### config.mk
export PLATFORM = sky130hd
export DESIGN_NAME = noc_output_allocator
export DESIGN_NICKNAME = d
export VERILOG_FILES = /design/src/rtl/noc_alloc_pkg.sv /design/src/rtl/noc_output_allocator_rr_pick.sv /design/src/rtl/noc_output_allocator.sv
export SDC_FILE = /design/constraint.sdc
export NUM_CORES = 1
export LEC_CHECK = 0
export ABC_AREA = 1
export ABC_CLOCK_PERIOD_IN_PS = 3400
export BUFFER_PORTS_ARGS = -buffer_cell sky130_fd_sc_hd__buf_2
export CAP_MARGIN = 20
export CORE_UTILIZATION = 40
export DETAILED_ROUTE_END_ITERATION = 7
export GPL_TIMING_DRIVEN = 0
export PLACE_DENSITY_LB_ADDON = 0.12
export SETUP_SLACK_MARGIN = 0.15
export SKIP_CTS_REPAIR_TIMING = 1
export SLEW_MARGIN = 20
export SYNTH_ARGS = -nofsm -noshare
export SYNTH_HDL_FRONTEND = slang
export SYNTH_SLANG_ARGS = --single-unit
### constraint.sdc
create_clock -name clk -period 3.4 [get_ports clk]
set_clock_uncertainty 0.2 [all_clocks]
set_input_delay 0.34 -clock clk [delete_from_list [all_inputs] [get_ports clk]]
set_output_delay 0.34 -clock clk [all_outputs]
set_load 0.03 [all_outputs]
### src/rtl/noc_alloc_pkg.sv
// Shared types and width helpers for the NoC output allocator.
//   alloc_state_e : allocator FSM states
//   credit_width  : width needed to hold a credit count of 0..depth
//   index_width   : width needed to index n requesters (at least 1 bit)
package noc_alloc_pkg;

    typedef enum logic [0:0] {
        ALLOC_IDLE   = 1'b0,
        ALLOC_LOCKED = 1'b1
    } alloc_state_e;

    function automatic int unsigned credit_width(input int unsigned depth);
        return $clog2(depth + 1);
    endfunction

    function automatic int unsigned index_width(input int unsigned n);
        return (n > 1) ? $clog2(n) : 1;
    endfunction

endpackage

### src/rtl/noc_output_allocator_rr_pick.sv
// Combinational round-robin picker: selects the first asserted request at or
// after ptr, scanning upward with wrap-around.
//   req   : request vector
//   ptr   : starting index (expected to be < N)
//   grant : one-hot winner, zero when no request
//   idx   : index of the winner
//   any   : at least one request asserted
module noc_rr_pick #(
    parameter int unsigned N     = 5,
    parameter int unsigned IDX_W = 3
) (
    input  logic [N-1:0]     req,
    input  logic [IDX_W-1:0] ptr,
    output logic [N-1:0]     grant,
    output logic [IDX_W-1:0] idx,
    output logic             any
);

    // Unrolled scan; the extra sum bit keeps ptr+k from overflowing before wrap.
    always_comb begin
        logic [IDX_W:0]   sum;
        logic [IDX_W-1:0] j;
        grant = '0;
        idx   = '0;
        any   = 1'b0;
        sum   = '0;
        j     = '0;
        for (int unsigned k = 0; k < N; k++) begin
            sum = {1'b0, ptr} + (IDX_W + 1)'(k);
            if (sum >= (IDX_W + 1)'(N)) begin
                sum = sum - (IDX_W + 1)'(N);
            end
            j = sum[IDX_W-1:0];
            if (!any && req[j]) begin
                any      = 1'b1;
                grant[j] = 1'b1;
                idx      = j;
            end
        end
    end

endmodule

### src/rtl/noc_output_allocator.sv
// Per-output switch allocator: round-robin arbitration among inputs whose head
// flit targets this output, wormhole locking until the tail passes, and
// downstream credit tracking.
// Optional feature macro: NOC_ALLOC_TURN_MASK_EN adds turn_mask, which removes
// masked requesters from arbitration (an existing lock is never broken).
//   clk, rst_n  : clock, asynchronous active-low reset
//   req         : per-input head flit routed here
//   is_tail     : per-input tail qualifier for the presented flit
//   credit_in   : downstream freed one slot (one-cycle pulse)
//   turn_mask   : (macro only) per-input arbitration disable
//   grant, send : combinational dequeue select / flit transfer
//   locked      : output held by a packet in progress
//   owner       : current or last packet owner
//   credits     : registered credit count
//   credit_err  : sticky credit overflow flag
module noc_output_allocator
    import noc_alloc_pkg::*;
#(
    parameter  int unsigned NUM_INPUTS        = 5,
    parameter  int unsigned FLIT_BUFFER_DEPTH = 4,
    parameter  int unsigned CREDIT_WIDTH      = credit_width(FLIT_BUFFER_DEPTH),
    localparam int unsigned IDX_W             = index_width(NUM_INPUTS)
) (
    input  logic                    clk,
    input  logic                    rst_n,
    input  logic [NUM_INPUTS-1:0]   req,
    input  logic [NUM_INPUTS-1:0]   is_tail,
    input  logic                    credit_in,
`ifdef NOC_ALLOC_TURN_MASK_EN
    input  logic [NUM_INPUTS-1:0]   turn_mask,
`endif
    output logic [NUM_INPUTS-1:0]   grant,
    output logic                    send,
    output logic                    locked,
    output logic [IDX_W-1:0]        owner,
    output logic [CREDIT_WIDTH-1:0] credits,
    output logic                    credit_err
);

    localparam logic [CREDIT_WIDTH-1:0] CREDIT_FULL = CREDIT_WIDTH'(FLIT_BUFFER_DEPTH);
    localparam logic [IDX_W-1:0]        LAST_IDX    = IDX_W'(NUM_INPUTS - 1);

    alloc_state_e          state;
    logic [IDX_W-1:0]      rr_ptr;
    logic [NUM_INPUTS-1:0] eligible;
    logic [NUM_INPUTS-1:0] pick_grant;
    logic [IDX_W-1:0]      pick_idx;
    logic                  pick_any;
    logic                  send_tail;

    function automatic logic [IDX_W-1:0] idx_inc(input logic [IDX_W-1:0] i);
        return (i == LAST_IDX) ? '0 : i + IDX_W'(1);
    endfunction

    // Masking applies to new arbitration only; the owner bypasses it.
`ifdef NOC_ALLOC_TURN_MASK_EN
    assign eligible = req & ~turn_mask;
`else
    assign eligible = req;
`endif

    noc_rr_pick #(
        .N     (NUM_INPUTS),
        .IDX_W (IDX_W)
    ) u_pick (
        .req   (eligible),
        .ptr   (rr_ptr),
        .grant (pick_grant),
        .idx   (pick_idx),
        .any   (pick_any)
    );

    assign locked = (state == ALLOC_LOCKED);

    // Same-cycle grant from registered credits; held at zero during reset.
    always_comb begin
        send      = 1'b0;
        grant     = '0;
        send_tail = 1'b0;
        if (rst_n && (credits != '0)) begin
            if (state == ALLOC_LOCKED) begin
                if (req[owner]) begin
                    send         = 1'b1;
                    grant[owner] = 1'b1;
                    send_tail    = is_tail[owner];
                end
            end else if (pick_any) begin
                send      = 1'b1;
                grant     = pick_grant;
                send_tail = is_tail[pick_idx];
            end
        end
    end

    // FSM, round-robin pointer, owner and credit counter.
    always_ff @(posedge clk or negedge rst_n) begin
        if (!rst_n) begin
            state      <= ALLOC_IDLE;
            rr_ptr     <= '0;
            owner      <= '0;
            credits    <= CREDIT_FULL;
            credit_err <= 1'b0;
        end else begin
            unique case ({send, credit_in})
                2'b10: credits <= credits - CREDIT_WIDTH'(1);
                2'b01: begin
                    if (credits == CREDIT_FULL) begin
                        credit_err <= 1'b1;
                    end else begin
                        credits <= credits + CREDIT_WIDTH'(1);
                    end
                end
                default: ;
            endcase

            if (send) begin
                unique case (state)
                    ALLOC_IDLE: begin
                        if (send_tail) begin
                            rr_ptr <= idx_inc(pick_idx);
                        end else begin
                            state <= ALLOC_LOCKED;
                            owner <= pick_idx;
                        end
                    end
                    ALLOC_LOCKED: begin
                        if (send_tail) begin
                            state  <= ALLOC_IDLE;
                            rr_ptr <= idx_inc(owner);
                        end
                    end
                    default: state <= ALLOC_IDLE;
                endcase
            end
        end
    end

endmodule

==> implementation parameters, run 1 <==
Parameter                              Value

Floorplanning
  Die outline area ... 5790 um2
  Width of the die ... 76.1 um
  Starting density of the core ... 0.422
  Total I/O pin count ... 27
  Placeable core region ... 5200 um2
  Number of placement rows ... 26
  Chip Height ... 76.1 um

Global route
  Remaining Overflow, GRT ... 0
  Wire length of the first global-routing pass ... 10,400 um
  Global Route Usage Sum ... 0.214
  Maximum number of pins on one net before global-route repair ... 13
  Number of global-route vias before repair ... 2,217
  Initial antenna violation count ... 0

Layout
  Proportion of layout cells with a drive suffix above 1 ... 0.495
  Antenna diode count ... 0
  Post-layout instance count excluding filler cells ... 486
  Area added between synthesis and finish ... 48.1%
  Post-layout net count ... 444

Placed design
  Placed insts ... 438
  # port buffers ... 26
  RD Place Congestion ... 0.894
  Half-perimeter wire length of the detailed placement result ... 5040 um

Logic synthesis
  Portion of synthesized cell area occupied by the leading cell type ... 0.154
  Most area-hungry cell type in the Yosys netlist ... nand2_1
  Sequential share of the synthesized area ... 0.126
  #FFs+latches synth ... 11
  Syn nets ... 369
  Synthesized cell area ... 2200 um2
  YS warnings ... 0
  Number of different library cells in the post-synthesis netlist ... 47
  Area contributors post-synth ... nand2_1 15%, nand3_1 12%, dfrtp_1 11%
  Cells after synthesis ... 342
  Post-Synthesis Mean Instance Area ... 6.42 um2

Worst setup path
  Crit start category ... flip-flop
  Worst setup slack for register-to-register paths ... -340 ps
  Critical register-to-register path startpoint ... rr_ptr[1]
  Data required time of the worst path ... 2860 ps
  Critical setup path kind ... reg2out
  Critical path capture point type ... output pin
  Worst-path maximum fanout ... 7
  Depth of the worst register-to-register path ... 19
  Arrival time at the worst endpoint ... 3230 ps
  End of the worst register-to-register path ... credits[1]

Routing
  Drc violations ... 0
  Violation count after the first detailed-route iteration ... 274
  Number of iterations in the first detailed-routing pass ... 6
  Final antenna-violating net count ... 0
  DR vias ... 2,587
  Routed wire length ... 6900 um
  Average detailed-routed wire length per instance ... 14.2 um
  Vias per std cell ... 5.32

Job
  Number of max-cap violations ... 0

Timing
  Minimum clock period ... 3770 ps
  Max-slew headroom at the worst pin ... 0.438
  Setup violators final ... 15
  Fin. max-slew vios ... 0
  Post-route worst setup slack ... -371 ps
  Timing-limited maximum frequency ... 0.265 GHz
  Final Hold Vio Count ... 0
  Setup repair after global routing missed its margin ... true
  Tcrit/Tclk final ... 1.11
  Tightest Pin Transition ... 836 ps

Clock network
  Clock tree from TritonCTS ... done
  Number of clock sinks ... 11
  Root cell of the clock tree ... clkbuf_8
  Total number of H-tree levels ... 1
  Clock-pin slew on the worst setup and hold paths ... 50 ps
  CTS max path bufs ... 2
  Clock insertion delay at the later pin of the skew report ... 230 ps
  Number of CTS-inserted buffers ... 3

Run status
  Violated checks ... negative setup slack
  Outcome ... finished with violations

Min path
  Origin of the worst min-delay path ... credit_err
  Depth of the worst hold-timing path ... 1
  Hold Path Sink ... credit_err
  Min-delay worst type ... reg2reg
## metal layers
metal,share of wire,up-vias,GRT usage
met5,0,-,0
met4,0.0078,0,0.0442
met3,0.044,10,0.00958
met2,0.49,84,0.349
met1,0.46,1190,0.312
li1,-,1303,-
## cells in the final DEF (no fill, tap or decap), types with 3 or more instances in the layout
cell type	netlist	final
a211oi_2	0	3
a21oi_2	0	4
a31oi_1	4	3
buf_2	1	20
buf_4	1	46
buf_6	0	3
clkbuf_1	2	3
clkbuf_8	0	3
dfrtp_1	10	7
dfrtp_2	0	3
ha_1	12	8
ha_4	0	4
inv_1	37	24
inv_2	7	15
nand2_1	90	71
nand2_2	10	26
nand2_4	5	7
nand3_1	52	47
nand3_2	6	10
nand3_4	5	7
nand4_1	4	4
nor2_1	20	6
nor2_2	8	10
nor2_4	3	15
nor3_1	5	5
o2111ai_1	3	3
o21ai_1	6	4
o21ai_2	5	7
o22ai_1	3	3
xor2_1	4	3
## state kept, by name, indices dropped and copies added, names as in the netlist
| signal | flops |
|---|---|
| locked | 1 |
| rr_ptr | 3 |
| credit_err | 1 |
| owner | 3 |
| credits | 3 |
## cell families after synthesis
logic type | synth area share
AND/OR/NAND/NOR | 0.511
buffers and inverters | 0.0900
AO/OA/AOI/OAI | 0.149
adder cells (fa/ha/maj) | 0.0866
flip-flops | 0.126
XOR/XNOR | 0.0274
multiplexers | 0.00969
## how the worst max path moves through the flow
stage                          from    endpoint  slack, ps
after floorplan           rr_ptr[0]  credits[1]       -100
after global placement    rr_ptr[1]    grant[0]       -600
after detailed placement  rr_ptr[1]  credits[1]       -600
after CTS                 rr_ptr[1]    grant[0]       -840
after global routing      rr_ptr[0]    grant[0]       -500
final                     rr_ptr[1]    grant[0]       -370
## synth_stat cells (all sizes together)
cell / instances
nand2: 105
fa: 2
o22ai: 3
xnor2: 1
o2111ai: 3
o21bai: 1
nor3: 6
inv: 44
clkbuf: 2
a311oi: 3
dfstp: 1
nor2: 31
nand3b: 1
mux2: 1
a31oi: 4
a21oi: 8
ha: 12
a32o: 1
clkinv: 2
o211ai: 2
a21boi: 1
nand4: 5
a211oi: 4
nand3: 63
dfrtp: 10
buf: 2
xor2: 5
nor3b: 1
a211o: 1
mux2i: 1
o31ai: 1
o21ai: 15
## critical path: stages, from the launching register on
cell and delay [ps]:
dfrtp_2 480, buf_6 150, ha_4 150, inv_2 50, fa_2 430, a21oi_2 160
nor2_4 90, nor2_4 130, nand2_2 70, nor2_4 120, nor2_4 50, nand3_4 100
nor2_4 60, a31oi_1 220, nand3_2 130, a311oi_4 330, a211oi_2 70, buf_4 200
## cell type report
| cell class | count | area, um2 |
|---|---|---|
| repair buffers | 69 | 482 |
| clock buffers | 4 | 45.0 |
| flip-flops and latches | 11 | 280 |
| multi-input cells | 282 | 2110 |
| well taps | 70 | 87.6 |
| plain buffers | 4 | 35.0 |
| fillers | 485 | 1950 |
| inverters | 46 | 209 |
## per-stage QoR
stage	area (um2)	hold WS [ps]	TNS, ps	setup WS (ps)	util
after floorplan	2330	-156	-197	-100	-
after global placement	2540	20.9	-6260	-601	0.489
after detailed placement	2540	19.1	-6470	-602	0.489
after CTS	2590	-224	-8160	-837	0.497
after global routing	3250	342	-5520	-503	0.625
final	3250	288	-3240	-371	0.625
Power of run 1 is left out: the tool's default activity adds up to more than one toggle a clock period on the data nets, which glitch-free logic cannot reach.
==> run 2, diff against run 1 <==
--- a/config.mk
+++ b/config.mk
@@ -7,5 +7,4 @@
 export LEC_CHECK = 0
 export ABC_AREA = 1
-export ABC_CLOCK_PERIOD_IN_PS = 3400
 export BUFFER_PORTS_ARGS = -buffer_cell sky130_fd_sc_hd__buf_2
 export CAP_MARGIN = 20
==> constraint.sdc (replaced) <==
create_clock -name clk -period 3.4 [get_ports clk]
set_clock_uncertainty 0.2 [all_clocks]
set_input_delay 1.02 -clock clk [delete_from_list [all_inputs] [get_ports clk]]
set_output_delay 1.02 -clock clk [all_outputs]
set_load 0.03 [all_outputs]
==> run 2 against run 1 <==
Compared with the run above: the flow still finishes with violations (negative setup slack); global-route usage rose by 0.36 points; non-clock buffer count fell by 11; setup slack got worse by 620 ps; utilization fell by 1.8 points; critical path type unchanged; critical endpoint unchanged.
==> implementation parameters, run 2 (same netlist as run 1, synthesis figures left out) <==
Parameter                              Value

Timing
  Max-slew headroom at the worst pin ... 0.480
  Accumulated negative setup slack ... -7800 ps
  Timing-limited maximum frequency ... 0.228 GHz
  Setup repair after global routing missed its margin ... true
  Final Hold Vio Count ... 0
  Minimum clock period ... 4390 ps
  Post-route worst setup slack ... -990 ps
  Tightest Pin Transition ... 774 ps
  Tcrit/Tclk final ... 1.29
  Fin. max-slew vios ... 0
  Setup violators final ... 15

Global route
  Met2 demand-to-capacity share in global routing ... 0.349
  Global Route Usage Sum ... 0.218
  M3 GR Usage ... 0.0156
  Busiest grt layer ... met2
  Initial antenna violation count ... 0
  Remaining Overflow, GRT ... 0
  Wire length of the first global-routing pass ... 10,400 um
  Maximum number of pins on one net before global-route repair ... 13
  Global-route met1 utilization ... 0.324
  Number of global-route vias before repair ... 2,168

Floorplanning
  Chip Height ... 76.1 um
  Total I/O pin count ... 27
  Placeable core region ... 5200 um2
  Die outline area ... 5790 um2
  Width of the die ... 76.1 um
  Number of placement rows ... 26
  Starting density of the core ... 0.422

Run status
  Violated checks ... negative setup slack
  Outcome ... finished with violations

Routing
  Violation count after the first detailed-route iteration ... 184
  Number of iterations in the first detailed-routing pass ... 4
  Final antenna-violating net count ... 0
  Drc violations ... 0
  Average detailed-routed wire length per instance ... 14.3 um
  Routed wire length ... 6810 um
  Vias per std cell ... 5.27
  DR vias ... 2,501

Worst setup path
  Crit start category ... flip-flop
  Critical register-to-register path startpoint ... rr_ptr[0]
  Depth of the worst register-to-register path ... 19
  Critical Path Slowest Stage Cell ... fa_2
  Buf/Inv on CP ... 5
  Arrival time at the worst endpoint ... 3170 ps
  Cell Chain, Critical Path ... buf_12, clkinv_8, ha_4, inv_2, fa_2, a21oi_2, nor2_4, nor2_4, o211ai_1, nand3_2, nand3_4, nor2_4, nand2_4, clkinv_4, nand3_2, nand3_2, a311oi_4, a211oi_4, buf_6
  Worst setup slack for register-to-register paths ... -450 ps
  Critical path capture point type ... output pin
  Worst-path maximum fanout ... 7
  End of the worst register-to-register path ... credits[1]
  Critical setup path kind ... reg2out
  Gate family responsible for the most delay along the worst path ... simple AND/OR/NAND/NOR gates
  Delay of the slowest cell on the worst path ... 520 ps
  Data required time of the worst path ... 2180 ps

Clock network
  Clock tree from TritonCTS ... done
  Clock insertion delay at the later pin of the skew report ... 230 ps
  Root cell of the clock tree ... clkbuf_8
  Number of clock sinks ... 11
  Total number of H-tree levels ... 1
  Clock-pin slew on the worst setup and hold paths ... 50 ps
  CTS max path bufs ... 2
  Number of CTS-inserted buffers ... 3

Job
  Number of max-cap violations ... 0

Layout
  Antenna diode count ... 0
  Leading cell types in the layout, fill and taps excluded ... 70 x nand2_1, 44 x nand3_1, 31 x buf_4, 24 x nand2_2
  Fill cell count ... 495
  Area added between synthesis and finish ... 43.9%
  Largest registers ... credits: 3 flops, owner: 3 flops, rr_ptr: 3 flops
  Most frequent standard cell in the layout excluding fill and tap cells ... nand2_1
  Final instance area ... 3160 um2
  Proportion of layout cells with a drive suffix above 1 ... 0.489
  Post-layout net count ... 433

Placed design
  # port buffers ... 26
  RD Place Congestion ... 0.895
  Placement Cell Area ... 2560 um2
  Pre-CTS setup slack ... -1280 ps
  Half-perimeter wire length of the detailed placement result ... 5130 um

Min path
  Min-delay worst type ... reg2reg
  Hold Path Sink ... credit_err
  Origin of the worst min-delay path ... credit_err
  Depth of the worst hold-timing path ... 1
-- run 2: changes by cell type in the layout (fill, tap and decap cells not counted), sizes merged --
| cell | change |
|---|---|
| buf | -11 |
| clkbuf | +1 |
| clkinv | -1 |
| dlygate4sd3 | -1 |
| inv | +1 |
-- run 2: per-stage QoR --
| step | instances | util | hold WS [ps] |
|---|---|---|---|
| 3_5_place_dp | 438 | 0.492 | 275 |
| 4_1_cts | 442 | 0.501 | 292 |
| 3_3_place_gp | 438 | 0.492 | 257 |
| 2_1_floorplan | 342 | - | 392 |
| 6_report | 475 | 0.607 | 291 |
| 5_1_grt | 475 | 0.607 | 327 |
-- run 2: cell type report --
class	count	area (um2)	area share
plain buffers	3	27.5	0.00871
clock buffers	4	45.0	0.0143
inverters	46	199	0.0629
multi-input cells	282	2110	0.669
flip-flops and latches	11	280	0.0887
well taps	70	87.6	0.0277
repair buffers	59	407	0.129
-- run 2: how the worst max path moves through the flow --
stage                         start  endpoint  cells past startpoint
after floorplan           rr_ptr[0]  grant[4]                     18
after global placement    rr_ptr[1]  grant[0]                     20
after detailed placement  rr_ptr[1]  grant[0]                     20
after CTS                 rr_ptr[1]  grant[0]                     20
after global routing      rr_ptr[1]  grant[0]                     18
final                     rr_ptr[0]  grant[0]                     19
-- run 2: per-layer routing --
layer / wire length, um / share of wire
met3: 235 / 0.034
met5: 0 / 0
met2: 3190 / 0.47
met1: 3340 / 0.49
met4: 53 / 0.0078
Power of run 2 is left out for the same reason.
==> run 3, diff against run 2 <==
Settings changed: SETUP_SLACK_MARGIN 0.15 to 0.05.
==> run 3 against run 2 <==
Compared with the run above: the run still ends with negative setup slack left; cell area decreased by 4.5%; count of clock-buffer cells in the layout is 1 lower; register-to-register slack gained 90 ps; setup slack got worse by 16 ps; critical path type unchanged; cell count down 1.7%; via count decreased by 0.16%; utilization decreased by 2.7 points; critical path depth is the same; non-clock buffer count down 7; critical endpoint unchanged; worst hold slack worse by 5.6 ps.
==> implementation parameters, run 3 (same netlist as run 1, synthesis figures left out) <==
Parameter                              Value

Run status
  Outcome ... finished with violations
  Violated checks ... negative setup slack

Routing
  DR vias ... 2,497
  Drc violations ... 0
  Routed wire length ... 6670 um
  Vias per std cell ... 5.35
  Final antenna-violating net count ... 0
  Number of iterations in the first detailed-routing pass ... 5
  Average detailed-routed wire length per instance ... 14.3 um
  Violation count after the first detailed-route iteration ... 143

Timing
  Tightest Pin Transition ... 793 ps
  Minimum clock period ... 4410 ps
  Final Hold Vio Count ... 0
  Setup repair after global routing missed its margin ... true
  Timing-limited maximum frequency ... 0.227 GHz
  Setup violators final ... 15
  Tcrit/Tclk final ... 1.30
  Max-slew headroom at the worst pin ... 0.466
  Accumulated negative setup slack ... -7530 ps
  Post-route worst setup slack ... -1010 ps
  Fin. max-slew vios ... 0

Clock network
  Number of CTS-inserted buffers ... 3
  Root cell of the clock tree ... clkbuf_8
  Clock tree from TritonCTS ... done
  Number of clock sinks ... 11
  Total number of H-tree levels ... 1
  Clock-pin slew on the worst setup and hold paths ... 50 ps
  Clock insertion delay at the later pin of the skew report ... 230 ps
  CTS max path bufs ... 2

Worst setup path
  Worst setup slack for register-to-register paths ... -360 ps
  Worst-path maximum fanout ... 6
  Crit start category ... flip-flop
  Arrival time at the worst endpoint ... 3190 ps
  Critical path capture point type ... output pin
  Critical setup path kind ... reg2out
  Data required time of the worst path ... 2180 ps

Floorplanning
  Starting density of the core ... 0.422
  Chip Height ... 76.1 um
  Number of placement rows ... 26
  Die outline area ... 5790 um2
  Width of the die ... 76.1 um
  Placeable core region ... 5200 um2
  Total I/O pin count ... 27

Global route
  Remaining Overflow, GRT ... 0
  Maximum number of pins on one net before global-route repair ... 13
  Global Route Usage Sum ... 0.219
  Wire length of the first global-routing pass ... 10,400 um
  Initial antenna violation count ... 0
  Number of global-route vias before repair ... 2,190

Layout
  FF/Latch Area ... 280 um2
  Post-layout instance count excluding filler cells ... 467
  Leading cell types in the layout, fill and taps excluded ... 81 x nand2_1, 47 x nand3_1, 26 x inv_1, 25 x buf_4, 22 x buf_2
  Proportion of layout cells with a drive suffix above 1 ... 0.421
  Most frequent standard cell in the layout excluding fill and tap cells ... nand2_1
  Multi-input gate area ... 2020 um2
  Largest registers ... credits: 3 flops, owner: 3 flops, rr_ptr: 3 flops
  Antenna diode count ... 0
  Final instance area ... 3020 um2
  Fill cell count ... 518
  Post-layout net count ... 425
  Utilization after layout ... 0.580
  Area added between synthesis and finish ... 37.4%

Placed design
  Half-perimeter wire length of the detailed placement result ... 5130 um
  # port buffers ... 26
  Placement Cell Area ... 2560 um2
  RD Place Congestion ... 0.888
  Placed insts ... 438

Job
  Number of max-cap violations ... 0

Min path
  Min-delay worst type ... reg2reg
run 3: changes by cell type in the layout (fill, tap and decap cells not counted), moves of 4 or more:
cell / change
nand2_2: -8
nand2_1: +11
nor2_1: +6
nor2_2: -7
buf_4: -6
inv_1: +4
run 3: final timing paths:
kind | start | end | cells past startpoint
worst max-delay path | rr_ptr[0] | grant[0] | 19
worst min-delay path | credit_err | credit_err | 1
worst max register to register | rr_ptr[1] | credits[1] | 18
worst min register to register | credit_err | credit_err | 1
max in group asynchronous | rst_n | credits[2] | 1
min in group asynchronous | rst_n | owner[1] | 1
run 3: cell type report:
cell class / count / share of cell area
Buffer: 3 / 0.00912
Clock buffer: 3 / 0.0137
Clock inverter: 1 / 0.00166
Inverter: 46 / 0.0651
Multi-Input combinational cell: 281 / 0.669
Sequential cell: 11 / 0.0929
Tap cell: 70 / 0.0290
Timing Repair Buffer: 52 / 0.119
run 3: through the flow:
stage	hold slack [ps]	worst slack, ps
detailed placement	273	-1310
global placement	257	-1260
finish	285	-1010
global route	332	-1170
CTS	291	-1580
floorplan	392	-640
run 3: critical path: stages (launching register included):
cell and delay [ps]:
dfrtp_2 430, buf_12 150, clkinv_8 60, ha_4 120, inv_2 40, fa_2 520, a21oi_2 50, nor2_4 240
nor2_4 70, o211ai_1 110, nand3_2 130, nand3_4 120, nor2_4 50, nand2_4 110, clkinv_4 80, nand3_2 70
nand3_2 90, a311oi_4 300, a211oi_4 50, buf_6 170
run 3: per-layer routing:
metal | vias up | share of wire | global-route usage
li1 | 1265 | - | -
met1 | 1155 | 0.47 | 0.313
met2 | 69 | 0.48 | 0.358
met3 | 8 | 0.041 | 0.0216
met4 | 0 | 0.011 | 0.0385
met5 | - | 0 | 0
Power of run 3 is left out for the same reason.
